==> config.mk <==
export PLATFORM = sky130hd
export DESIGN_NAME = cnn_layer_seq
export DESIGN_NICKNAME = d
export VERILOG_FILES = /design/src/rtl/cnn_pkg.sv /design/src/rtl/window_mac.sv /design/src/rtl/cnn_layer_seq.sv
export SDC_FILE = /design/constraint.sdc
export NUM_CORES = 2
export LEC_CHECK = 0
export CORE_ASPECT_RATIO = 0.5
export CORE_MARGIN = 5
export CORE_UTILIZATION = 38
export CTS_CLUSTER_SIZE = 28
export DETAILED_ROUTE_END_ITERATION = 6
export GPL_TIMING_DRIVEN = 0
export HOLD_SLACK_MARGIN = 0.12
export MAX_ROUTING_LAYER = met4
export SLEW_MARGIN = 20
export SYNTH_ARGS = -nofsm -noshare
export SYNTH_HDL_FRONTEND = slang
export SYNTH_HIERARCHICAL = 1
export SYNTH_SLANG_ARGS = --single-unit
==> constraint.sdc <==
create_clock -name clk -period 10.8 [get_ports clk]
set_input_delay 2.16 -clock clk [delete_from_list [all_inputs] [get_ports clk]]
set_output_delay 2.16 -clock clk [all_outputs]
set_load 0.01 [all_outputs]
==> src/rtl/cnn_pkg.sv <==
`default_nettype none
// ============================================================================
// Module   : cnn_pkg
// Purpose  : Shared helpers for the conv/ReLU/pool layer sequencer:
//            ceiling-log2 for sizing, FSM state encodings, and signed
//            saturation used when narrowing the MAC accumulator.
// Ports    : none (package)
// Revision : 1.0  initial release
// ============================================================================
package cnn_pkg;

   // Ceiling log2 for sizing index/counter widths at elaboration time.
   function automatic int clog2(input int value);
      int r;
      r = 0;
      while ((1 << r) < value) r++;
      return r;
   endfunction

   // Sequencer states (3-bit encoding).
   localparam logic [2:0] S_IDLE = 3'd0;
   localparam logic [2:0] S_LOAD = 3'd1;
   localparam logic [2:0] S_CONV = 3'd2;
   localparam logic [2:0] S_POOL = 3'd3;
   localparam logic [2:0] S_DONE = 3'd4;

   // Clamp a sign-extended value into the signed range of 'width' bits.
   // The caller truncates the result to 'width' bits.
   function automatic logic signed [63:0] saturate(input logic signed [63:0] value,
                                                   input int                 width);
      logic signed [63:0] hi;
      logic signed [63:0] lo;
      hi = (64'sd1 <<< (width - 1)) - 64'sd1;
      lo = -hi - 64'sd1;
      if (value > hi)      return hi;
      else if (value < lo) return lo;
      else                 return value;
   endfunction

endpackage
`default_nettype wire

==> src/rtl/window_mac.sv <==
`default_nettype none
// ============================================================================
// Module   : window_mac
// Purpose  : Signed multiply-accumulate, one product per enabled cycle, with
//            a saturated (narrowed) view of the running accumulator.
// Ports    : clk      in   clock, rising edge
//            rst      in   asynchronous active-low reset
//            clr      in   synchronous abort clear
//            acc_clr  in   synchronous accumulator clear (next window)
//            en       in   accumulate pix*tap this cycle
//            pix/tap  in   signed operands, In_d_W bits
//            acc_sat  out  accumulator saturated to Out_d_W bits
// Revision : 1.0  initial release
// ============================================================================
module window_mac
   import cnn_pkg::*;
#(
   parameter int In_d_W  = 8,
   parameter int Acc_W   = 21,
   parameter int Out_d_W = 18
) (
   input  logic                      clk,
   input  logic                      rst,
   input  logic                      clr,
   input  logic                      acc_clr,
   input  logic                      en,
   input  logic signed [In_d_W-1:0]  pix,
   input  logic signed [In_d_W-1:0]  tap,
   output logic signed [Out_d_W-1:0] acc_sat
);

   logic signed [2*In_d_W-1:0] w_prod;
   logic signed [Acc_W-1:0]    r_acc;

   assign w_prod = pix * tap;

   always_ff @(posedge clk or negedge rst) begin
      if (!rst)                r_acc <= '0;
      else if (clr || acc_clr) r_acc <= '0;
      else if (en)             r_acc <= r_acc + {{(Acc_W-2*In_d_W){w_prod[2*In_d_W-1]}}, w_prod};
   end

   assign acc_sat = Out_d_W'(saturate({{(64-Acc_W){r_acc[Acc_W-1]}}, r_acc}, Out_d_W));

endmodule
`default_nettype wire

==> src/rtl/cnn_layer_seq.sv <==
`default_nettype none
// ============================================================================
// Module   : cnn_layer_seq
// Purpose  : Multi-filter conv -> ReLU -> max-pool layer with its own
//            sequencer. Serial datapath: one MAC per cycle during CONV, one
//            pool compare per cycle during POOL.
// Ports    : clk      in   clock, rising edge
//            rst      in   asynchronous active-low reset
//            clr      in   synchronous abort/clear (wins over start)
//            start    in   run request, sampled in IDLE only
//            relu_en  in   1: ReLU after saturation, 0: identity
//            N        in   input map, pixel(r,c) at [(r*C_N+c)*In_d_W +:]
//            F        in   filters, tap(f,i,j) at [((f*R_F+i)*C_F+j)*In_d_W +:]
//            busy     out  high from LOAD through DONE
//            done     out  one-cycle pulse, Y valid
//            Y        out  out(f,r,c) at [((f*R_Po+r)*C_Po+c)*Out_d_W +:]
// Revision : 1.0  initial release
// ============================================================================
module cnn_layer_seq
   import cnn_pkg::*;
#(
   parameter  int In_d_W  = 8,
   parameter  int R_N     = 5,
   parameter  int C_N     = 5,
   parameter  int R_F     = 3,
   parameter  int C_F     = 3,
   parameter  int S_Conv  = 1,
   parameter  int N_Filt  = 2,
   parameter  int R_PA    = 2,
   parameter  int C_PA    = 2,
   parameter  int S_Pool  = 1,
   localparam int R_Co    = (R_N - R_F) / S_Conv + 1,
   localparam int C_Co    = (C_N - C_F) / S_Conv + 1,
   localparam int R_Po    = (R_Co - R_PA) / S_Pool + 1,
   localparam int C_Po    = (C_Co - C_PA) / S_Pool + 1,
   localparam int Out_d_W = 2 * In_d_W + 2,
   localparam int Acc_W   = 2 * In_d_W + clog2(R_F * C_F) + 1
) (
   input  logic                                clk,
   input  logic                                rst,
   input  logic                                clr,
   input  logic                                start,
   input  logic                                relu_en,
   input  logic [R_N*C_N*In_d_W-1:0]           N,
   input  logic [N_Filt*R_F*C_F*In_d_W-1:0]    F,
   output logic                                busy,
   output logic                                done,
   output logic [N_Filt*R_Po*C_Po*Out_d_W-1:0] Y
);

   localparam int N_PIX  = R_N * C_N;
   localparam int N_TAP  = N_Filt * R_F * C_F;
   localparam int N_CB   = N_Filt * R_Co * C_Co;
   localparam int N_Y    = N_Filt * R_Po * C_Po;
   localparam int PIX_AW = (N_PIX > 1) ? clog2(N_PIX) : 1;
   localparam int TAP_AW = (N_TAP > 1) ? clog2(N_TAP) : 1;
   localparam int CB_AW  = (N_CB  > 1) ? clog2(N_CB)  : 1;
   localparam int Y_AW   = (N_Y   > 1) ? clog2(N_Y)   : 1;
   // Every loop limit is at most max(R_N, C_N, N_Filt).
   localparam int CW     = clog2(R_N + C_N + N_Filt + 1) + 1;

   logic [2:0] r_state;
   logic       r_relu;

   // Shared loop counters: f / output row / output col / window row / window col.
   // r_wb marks the write-back cycle that follows the last window element.
   logic [CW-1:0] r_f, r_row, r_col, r_i, r_j;
   logic          r_wb;

   logic signed [In_d_W-1:0]  r_pix  [N_PIX];
   logic signed [In_d_W-1:0]  r_tap  [N_TAP];
   logic signed [Out_d_W-1:0] r_cbuf [N_CB];
   logic signed [Out_d_W-1:0] r_y    [N_Y];
   logic signed [Out_d_W-1:0] r_max;

   logic [CW-1:0]             w_i_max, w_j_max, w_row_max, w_col_max;
   logic                      w_last_j, w_last_i, w_last_col, w_last_row, w_last_f;
   logic [PIX_AW-1:0]         w_pix_idx;
   logic [TAP_AW-1:0]         w_tap_idx;
   logic [CB_AW-1:0]          w_cb_wr_idx, w_cb_rd_idx;
   logic [Y_AW-1:0]           w_y_idx;
   logic signed [Out_d_W-1:0] w_mac_sat, w_relu_val, w_pool_elem;
   logic                      w_mac_en, w_acc_clr;

   assign busy = (r_state != S_IDLE);
   assign done = (r_state == S_DONE);

   // Loop limits depend on which phase the shared counters are walking.
   always_comb begin
      w_i_max   = CW'(R_F - 1);
      w_j_max   = CW'(C_F - 1);
      w_row_max = CW'(R_Co - 1);
      w_col_max = CW'(C_Co - 1);
      if (r_state == S_POOL) begin
         w_i_max   = CW'(R_PA - 1);
         w_j_max   = CW'(C_PA - 1);
         w_row_max = CW'(R_Po - 1);
         w_col_max = CW'(C_Po - 1);
      end
   end

   assign w_last_j   = (r_j   == w_j_max);
   assign w_last_i   = (r_i   == w_i_max);
   assign w_last_col = (r_col == w_col_max);
   assign w_last_row = (r_row == w_row_max);
   assign w_last_f   = (r_f   == CW'(N_Filt - 1));

   assign w_pix_idx   = PIX_AW'((int'(r_row) * S_Conv + int'(r_i)) * C_N + int'(r_col) * S_Conv + int'(r_j));
   assign w_tap_idx   = TAP_AW'((int'(r_f) * R_F + int'(r_i)) * C_F + int'(r_j));
   assign w_cb_wr_idx = CB_AW'((int'(r_f) * R_Co + int'(r_row)) * C_Co + int'(r_col));
   assign w_cb_rd_idx = CB_AW'((int'(r_f) * R_Co + int'(r_row) * S_Pool + int'(r_i)) * C_Co
                               + int'(r_col) * S_Pool + int'(r_j));
   assign w_y_idx     = Y_AW'((int'(r_f) * R_Po + int'(r_row)) * C_Po + int'(r_col));

   assign w_mac_en  = (r_state == S_CONV) && !r_wb;
   assign w_acc_clr = (r_state == S_CONV) &&  r_wb;

   window_mac #(
      .In_d_W  (In_d_W),
      .Acc_W   (Acc_W),
      .Out_d_W (Out_d_W)
   ) u_mac (
      .clk     (clk),
      .rst     (rst),
      .clr     (clr),
      .acc_clr (w_acc_clr),
      .en      (w_mac_en),
      .pix     (r_pix[w_pix_idx]),
      .tap     (r_tap[w_tap_idx]),
      .acc_sat (w_mac_sat)
   );

   assign w_relu_val  = (r_relu && w_mac_sat[Out_d_W-1]) ? '0 : w_mac_sat;
   assign w_pool_elem = r_cbuf[w_cb_rd_idx];

   always_ff @(posedge clk or negedge rst) begin
      if (!rst) begin
         r_state <= S_IDLE;
         r_relu  <= 1'b0;
         r_f     <= '0;
         r_row   <= '0;
         r_col   <= '0;
         r_i     <= '0;
         r_j     <= '0;
         r_wb    <= 1'b0;
         r_max   <= '0;
         for (int k = 0; k < N_PIX; k++) r_pix[k]  <= '0;
         for (int k = 0; k < N_TAP; k++) r_tap[k]  <= '0;
         for (int k = 0; k < N_CB;  k++) r_cbuf[k] <= '0;
         for (int k = 0; k < N_Y;   k++) r_y[k]    <= '0;
      end else if (clr) begin
         r_state <= S_IDLE;
         r_relu  <= 1'b0;
         r_f     <= '0;
         r_row   <= '0;
         r_col   <= '0;
         r_i     <= '0;
         r_j     <= '0;
         r_wb    <= 1'b0;
         r_max   <= '0;
         for (int k = 0; k < N_PIX; k++) r_pix[k]  <= '0;
         for (int k = 0; k < N_TAP; k++) r_tap[k]  <= '0;
         for (int k = 0; k < N_CB;  k++) r_cbuf[k] <= '0;
         for (int k = 0; k < N_Y;   k++) r_y[k]    <= '0;
      end else begin
         case (r_state)
            S_IDLE: begin
               if (start) r_state <= S_LOAD;
            end
            S_LOAD: begin
               r_relu <= relu_en;
               for (int k = 0; k < N_PIX; k++) r_pix[k] <= N[k*In_d_W +: In_d_W];
               for (int k = 0; k < N_TAP; k++) r_tap[k] <= F[k*In_d_W +: In_d_W];
               r_state <= S_CONV;
            end
            S_CONV, S_POOL: begin
               if (r_state == S_CONV) begin
                  if (r_wb) r_cbuf[w_cb_wr_idx] <= w_relu_val;
               end else begin
                  if (r_wb)
                     r_y[w_y_idx] <= r_max;
                  else if ((r_i == '0 && r_j == '0) || (w_pool_elem > r_max))
                     r_max <= w_pool_elem;   // first element seeds the max
               end

               if (!r_wb) begin
                  if (w_last_j) begin
                     r_j <= '0;
                     if (w_last_i) begin
                        r_i  <= '0;
                        r_wb <= 1'b1;
                     end else begin
                        r_i <= r_i + 1'b1;
                     end
                  end else begin
                     r_j <= r_j + 1'b1;
                  end
               end else begin
                  r_wb <= 1'b0;
                  if (w_last_col) begin
                     r_col <= '0;
                     if (w_last_row) begin
                        r_row <= '0;
                        if (w_last_f) begin
                           r_f     <= '0;
                           r_state <= (r_state == S_CONV) ? S_POOL : S_DONE;
                        end else begin
                           r_f <= r_f + 1'b1;
                        end
                     end else begin
                        r_row <= r_row + 1'b1;
                     end
                  end else begin
                     r_col <= r_col + 1'b1;
                  end
               end
            end
            S_DONE: begin
               r_state <= S_IDLE;
            end
            default: begin
               r_state <= S_IDLE;
            end
         endcase
      end
   end

   for (genvar g = 0; g < N_Y; g++) begin : g_y_flat
      assign Y[g*Out_d_W +: Out_d_W] = r_y[g];
   end

endmodule
`default_nettype wire

Yosys cells after proc, flatten, opt, wreduce, memory -nomap -nowiden

Cells that the tools add are included.

Register bits after elaboration: 881
Bits of input ports: 349
Logic and storage cells: 243

Add/subtract/negate cells: 18
Multiply operators: 6
Magnitude comparators: 10
Eq/ne operators: 16
Multiplexer cells: 77
Bitwise logic cells: 5
Reduce and logical (&&, ||, !) cells: 32

Operator list:

| cell                 | number |
|---|---|
| $mux 324             | 4 |
| $mux 144             | 6 |
| $mux 200             | 2 |
| $bwmux 324           | 1 |
| $mux 18              | 12 |
| $bwmux 144           | 1 |
| $mux 5               | 24 |
| $bmux 18 s5          | 1 |
| $demux 18 s5         | 1 |
| $bmux 8 s5           | 2 |
| $demux 18 s3         | 1 |
| $mux 21              | 2 |
| $add 32x6->32        | 1 |
| $mul 32x3->5 const B | 1 |
| $mux 8               | 4 |
| $add 5x5->5          | 6 |
| $add 5x1->5 const B  | 5 |
| $ge 6x6->1 const B   | 4 |
| $not 5->6            | 4 |
| $add 21x21->21       | 1 |
| $gt 21x18->1 const B | 1 |
| $lt 21x18->1 const B | 1 |
| $mux 3               | 7 |
| $gt 18x18->1         | 1 |
| 37 further kinds     | 71 |

Depth between registers and ports, before layout

Word-level depth: 17
Gate-level depth with buffers: 47
Gate-level depth less buffers: 46

Hierarchy

The synthesis kept the hierarchy.

Modules (own cells, without submodules):

| module        | instances | cells an instance | area each (µm²) | seq. area each (µm²) |
|---|---|---|---|---|
| cnn_layer_seq | 1         | 2,954             | 38,986.1        | 21,520.6 |
| window_mac    | 1         | 509               | 4,530.6         | 525.5 |

Worst setup path after synthesis

Ideal clock, no wire load.

Path kind: register -> register
Start point: register r_i[1]
End point: register u_mac.r_acc[20]
Arrival time: 9.850 ns
Data required time: 10.680 ns
Slack: 0.830 ns
Cell stages (with the launch flop): 42
Path buffers: 0
Cell sequence: dfrtp_1 > ha_1 > a21o_1 > a21oi_1 > xnor2_1 > ha_1 > inv_1 > fa_1 > fa_1 > inv_1 > ha_1 > xor2_1 > mux4_2 > nand2_1 > o21ai_0 > and2_1 > ha_1 > inv_1 > [... 6 more ...] > ha_1 > fa_1 > a21o_1 > a21oi_1 > o21bai_1 > a21oi_1 > o21bai_1 > a21oi_1 > xnor2_1 > ha_1 > or2_1 > a311oi_2 > o221ai_2 > a311oi_2 > o31ai_1 > xor2_1 > a21oi_1 > a31o_1

Longest elaborated chain between the ends: 12

RTL lines:

| element                                               | line                 | RTL |
|---|---|---|
| start: declaration                                    | cnn_layer_seq.sv:67  | `logic [CW-1:0] r_f, r_row, r_col, r_i, r_j;` |
| start signal: assignment                              | cnn_layer_seq.sv:193 | `r_i <= r_i + 1'b1;` |
| branches (longest 8 deep; another with $add 32x6->32) | n/a                  |  |
| $mul 8x8->16 (*)                                      | window_mac.sv:35     | `assign w_prod = pix * tap;` |
| $add 21x21->21 (*)                                    | window_mac.sv:40     | `else if (en) r_acc <= r_acc + {{(Acc_W-2*In_d_W){w_prod[2*In_d_W-1]}}, w_prod};` |
| $mux 21 (*)                                           | window_mac.sv:40     |  |
| $mux 21 (*)                                           | window_mac.sv:39     | `else if (clr \|\| acc_clr) r_acc <= '0;` |
| end signal: assignment                                | window_mac.sv:40     |  |
| end: declaration                                      | window_mac.sv:33     | `logic signed [Acc_W-1:0] r_acc;` |

Mark *: on every way between the ends. The select of a mux whose other input is x is not followed.
A chain may end at the register's enable or synchronous reset.

Worst setup path in the final report

Start point: register r_f[0]
End point: register u_mac.r_acc[20]

Longest elaborated chain between the ends: 12

RTL lines:

| element                                    | line                 | RTL |
|---|---|---|
| start: declaration                         | cnn_layer_seq.sv:67  |  |
| start signal: assignment                   | cnn_layer_seq.sv:208 | `r_f <= r_f + 1'b1;` |
| $mul 5x2->7                                | cnn_layer_seq.sv:109 | `assign w_tap_idx = TAP_AW'((int'(r_f) * R_F + int'(r_i)) * C_F + int'(r_j));` |
| $add 32x6->32                              | cnn_layer_seq.sv:109 |  |
| $mul 32x3->5                               | cnn_layer_seq.sv:109 |  |
| $add 5x5->5                                | cnn_layer_seq.sv:109 |  |
| $not 5->6 (not written as such)            | cnn_layer_seq.sv:129 | `.tap (r_tap[w_tap_idx]),` |
| $bmux 8 s5                                 | cnn_layer_seq.sv:129 |  |
| $mux 8 (not written as such) (2 in series) | cnn_layer_seq.sv:129 |  |
| $mul 8x8->16                               | window_mac.sv:35     |  |
| $add 21x21->21                             | window_mac.sv:40     |  |
| $mux 21                                    | window_mac.sv:40     |  |
| $mux 21                                    | window_mac.sv:39     |  |

No other way between the ends. The select of a mux whose other input is x is not followed.

==> results.txt <==
Averaged over all synthesized cells, the footprint is between 10 and 15 um2. STA puts the critical path data arrival time at 10.99 ns. The leakage component of the power came out at roughly 24 nW. The measured slew at the worst slew-check pin came out at approximately 1.1 ns. The maximum level of the CTS H-tree is 3. Once detail routing completed, the nets flagged for antenna violations numbered 0. Yosys mapped the design onto 81 distinct sky130hd cell types. The root buffer cell chosen for the clock tree is clkbuf_16. The initial antenna violation count is 23. On the worst path, the slowest cell contributes a delay of 0.53 ns.

The aggregate global routing overflow is 0. The effective utilization at floorplan came out at between 30 and 40%. The remaining design rule violation count came out at 0. The area of the die came out at 122000 um2. For this design, the sink count on the clock tree is around 880. The total nets after synthesis is ~4000. Across all hold checks on the routed design, the worst slack comes to about 0.48 ns. The DRC violation total after the first TritonRoute iteration came out at 2611. The boundary pin count is about 500. The number of buffers on the longest clock path came out at 3.

The total count of max-transition violations in the final report came out at 0. The wire length of the first global-routing pass is ~220000 um. After technology mapping, the gate count stands at around 3500.

The power per cell area is around 270 nW/um2. The wire length per cell is between 20 and 25 um. The count of fill cells added during filler insertion is around 10000. The number of violations of the max-capacitance limit came out at 0.

The Yosys step of the flow raised 6 warnings. The total half-perimeter wirelength after legalization and detailed placement came out at 107000 um. Counting flops with a built-in enable in the synthesized netlist gives 0. The later pin in the worst-skew pair is clocked with a latency of about 0.7 ns.

For this design, the slowest cell found on the critical path is fa_1. In the final layout, the share of cells above drive strength 1 is 11.5%. TritonCTS built the clock tree. The total routed wirelength came out at approximately 140000 um. Registers take around 22000 um2. During placement, the flow inserted port buffers numbering ~490. The total of hold buffers inserted after clock tree synthesis came out at 0. Clock-pin slew was measured on the worst setup and hold paths at roughly 0.06 ns. Setup slack on the worst reg-to-reg path comes out at roughly 0.38 ns.

For this run, the post-layout net count is ~4600. Setup repair after global routing left no endpoint under its margin. The worst hold path passes through 2 cells. The post-synthesis sequential element count came out at between 800 and 900. The hold violation total from the final report came out at 0. The share of synthesized flip-flops with an asynchronous set or reset came out at 100%. The post-synthesis sequential area ratio is between 50 and 60%. The worst path uses between 90% and 100% of the clock period.

By instance count, the cell type seen most on the critical path is ha_1. The type of the setup path with the least slack is reg2reg. The number of endpoints failing setup at the final stage came out at 0.

The width of the chip came out at approximately 490 um. The largest fanout on the critical path is 10. The worst setup path is launched from a flip-flop. The floorplan row count came out at 87. The via density per instance came out at roughly 5.7. The path category of the worst min-delay check is reg2reg. The number of detailed-routing iterations run before antenna repair came out at 7.

Measured in cells, the most critical reg-to-reg path has a length of 36. For this run, the total global-route usage over all layers was measured as a little under a quarter. Between clock sinks in the finished design, the worst skew comes to 0.0221 ns. Across the VDD grid, the largest voltage drop is between 0.0002 and 0.00025 V. The required time reported for the critical path endpoint came out at 11.37 ns. The category of the worst setup path capture point is a flip-flop. The mapped netlist covers 43500 um2. Headroom to the max-slew limit came out at approximately 28%. From bottom edge to top edge, the die measures 249 um. The flow ran to the end, and the final reports show no timing, DRC or antenna violations. The final weighted congestion of routability-driven global placement is about 0.9. The final total negative setup slack came out at 0 ns. The footprint of the multi-input gates came out at between 20000 and 25000 um2. The via count of the first global-routing pass is about 34000. The final critical path time including I/O delays and setup came out at approximately 10 ns. The relative area change from synthesis to final layout came out at 24.0%.

The core box area came out at around 110000 um2. Detailed routing inserted a total of 32539 vias. Derived from the worst setup path, the maximum achievable clock frequency is approximately 0.096 GHz. The TritonCTS buffer count came out at 85. Among all flip-flop cells after synthesis, the most frequent one is dfrtp_1. Entering global routing, the biggest net connects 152 pins.
## final cells by class
| cell class | instances | area share [%] |
|---|---|---|
| Timing Repair Buffer | 515 | 9.79 |
| Clock inverter | 30 | 0.747 |
| Clock buffer | 125 | 4.61 |
| Inverter | 166 | 1.16 |
| Tap cell | 1513 | 3.51 |
| Antenna cell | 22 | 0.102 |
| Multi-Input combinational cell | 2172 | 37.4 |
| Buffer | 242 | 1.85 |
| Sequential cell | 881 | 40.9 |
## synth_stat cells, types with 9 or more instances
cell / n / area [um2]
a21o_1: 20 / 150
a21oi_1: 48 / 240
a22o_1: 368 / 3220
a22oi_1: 36 / 270
a31oi_1: 9 / 56.3
a32o_1: 69 / 691
and2_1: 48 / 300
buf_1: 34 / 128
buf_2: 25 / 125
clkbuf_1: 182 / 683
dfrtp_1: 881 / 22000
fa_1: 80 / 1600
ha_1: 123 / 1540
inv_1: 166 / 623
mux2_2: 15 / 169
mux2i_1: 51 / 510
mux4_2: 168 / 3780
nand2_1: 269 / 1010
nand2b_1: 13 / 81.3
nand3_1: 25 / 125
nand3b_1: 10 / 75.1
nor2_1: 90 / 338
nor2b_1: 26 / 163
nor3_1: 16 / 80.1
o21a_1: 21 / 158
o21ai_0: 185 / 926
o21ai_1: 13 / 65.1
o2bb2ai_1: 252 / 2210
o31ai_1: 13 / 97.6
xnor2_1: 54 / 473
xor2_1: 26 / 228
## registers in the layout, summed over array words and instances, names as in the netlist
register     flops
r_wb             1
r_tap          144
r_col            5
r_cbuf         324
Y              144
r_pix          200
u_mac/r_acc     21
r_max           18
r_state          3
r_i              5
r_j              5
r_relu           1
r_f              5
r_row            5
## cell usage in the layout (no fill, tap or decap), drive strengths merged, types with 50 or more instances in the layout
master / count
dfrtp: 881
clkdlybuf4s50: 493
a22o: 368
clkbuf: 309
nand2: 269
o2bb2ai: 252
o21ai: 198
inv: 171
mux4: 168
ha: 123
nor2: 90
fa: 80
buf: 80
a32o: 69
xnor2: 59
mux2i: 51
and2: 50
## final timing paths
path	from	end
max in group asynchronous	rst	Y[119]$_DFFE_PN0P_
max	r_f[0]$_DFFE_PN0P_	u_mac/r_acc[20]$_DFFE_PN0P_
min in group asynchronous	rst	r_tap[20]$_DFFE_PN0P_
min reg2reg	Y[71]$_DFFE_PN0P_	Y[71]$_DFFE_PN0P_
max reg2reg	r_f[0]$_DFFE_PN0P_	u_mac/r_acc[20]$_DFFE_PN0P_
min	Y[71]$_DFFE_PN0P_	Y[71]$_DFFE_PN0P_
## per-layer routing
metal,up-vias,share of wire [%],wire (um),global-route usage (%)
li1,14241,-,-,-
met1,17194,44,62100,31.5
met2,882,49,69700,38.0
met3,222,4.0,5700,3.00
met4,0,2.9,4030,7.22
met5,-,0,0,-
## critical path, delay by kind of cell, from the launching register on
kind | cells | cell delay, ns
adder cells (fa/ha/maj) | 11 | 4.48
AO/OA/AOI/OAI | 11 | 2.09
multiplexers | 2 | 0.97
buffers and inverters | 7 | 1.18
XOR/XNOR | 2 | 0.40
flip-flops | 1 | 0.49
AND/OR/NAND/NOR | 3 | 0.68
## report_power, final
group	leakage, nW	internal, mW	switching [mW]
Combinational	10.1	2.70	4.90
Clock	1.42	1.78	1.38
Sequential	12.2	3.58	0.230
## logic make-up after synthesis
kind of cell	count (synthesis)	synth area share [%]
buffers and inverters	411	3.70
AO/OA/AOI/OAI	1088	20.1
XOR/XNOR	86	1.89
flip-flops	881	50.7
AND/OR/NAND/NOR	556	6.07
adder cells (fa/ha/maj)	203	7.22
multiplexers	238	10.4
## through the flow
stage / cells / worst slack [ns] / power [mW] / utilization (%) / area (um2)
final: 5666 / 0.381 / 14.6 / 47.7 / 53900
after global routing: 5665 / 0.00791 / 15.3 / 47.7 / 53900
after CTS: 5636 / 0.0103 / 14.5 / 47.4 / 53700
after detailed placement: 5480 / -0.670 / 11.2 / 44.7 / 50600
after global placement: 5470 / -31.50 / 11.0 / 44.5 / 50400
after floorplan: 3463 / 0.830 / 8.59 / - / 43500
## what timing repair did
item,in CTS,in global routing
pin swaps,2,6
gates cloned,0,1
setup endpoints to repair,6,5
buffers inserted,3,8
resized for setup,35,36
No activity file was read; power rests on OpenSTA's default activity.
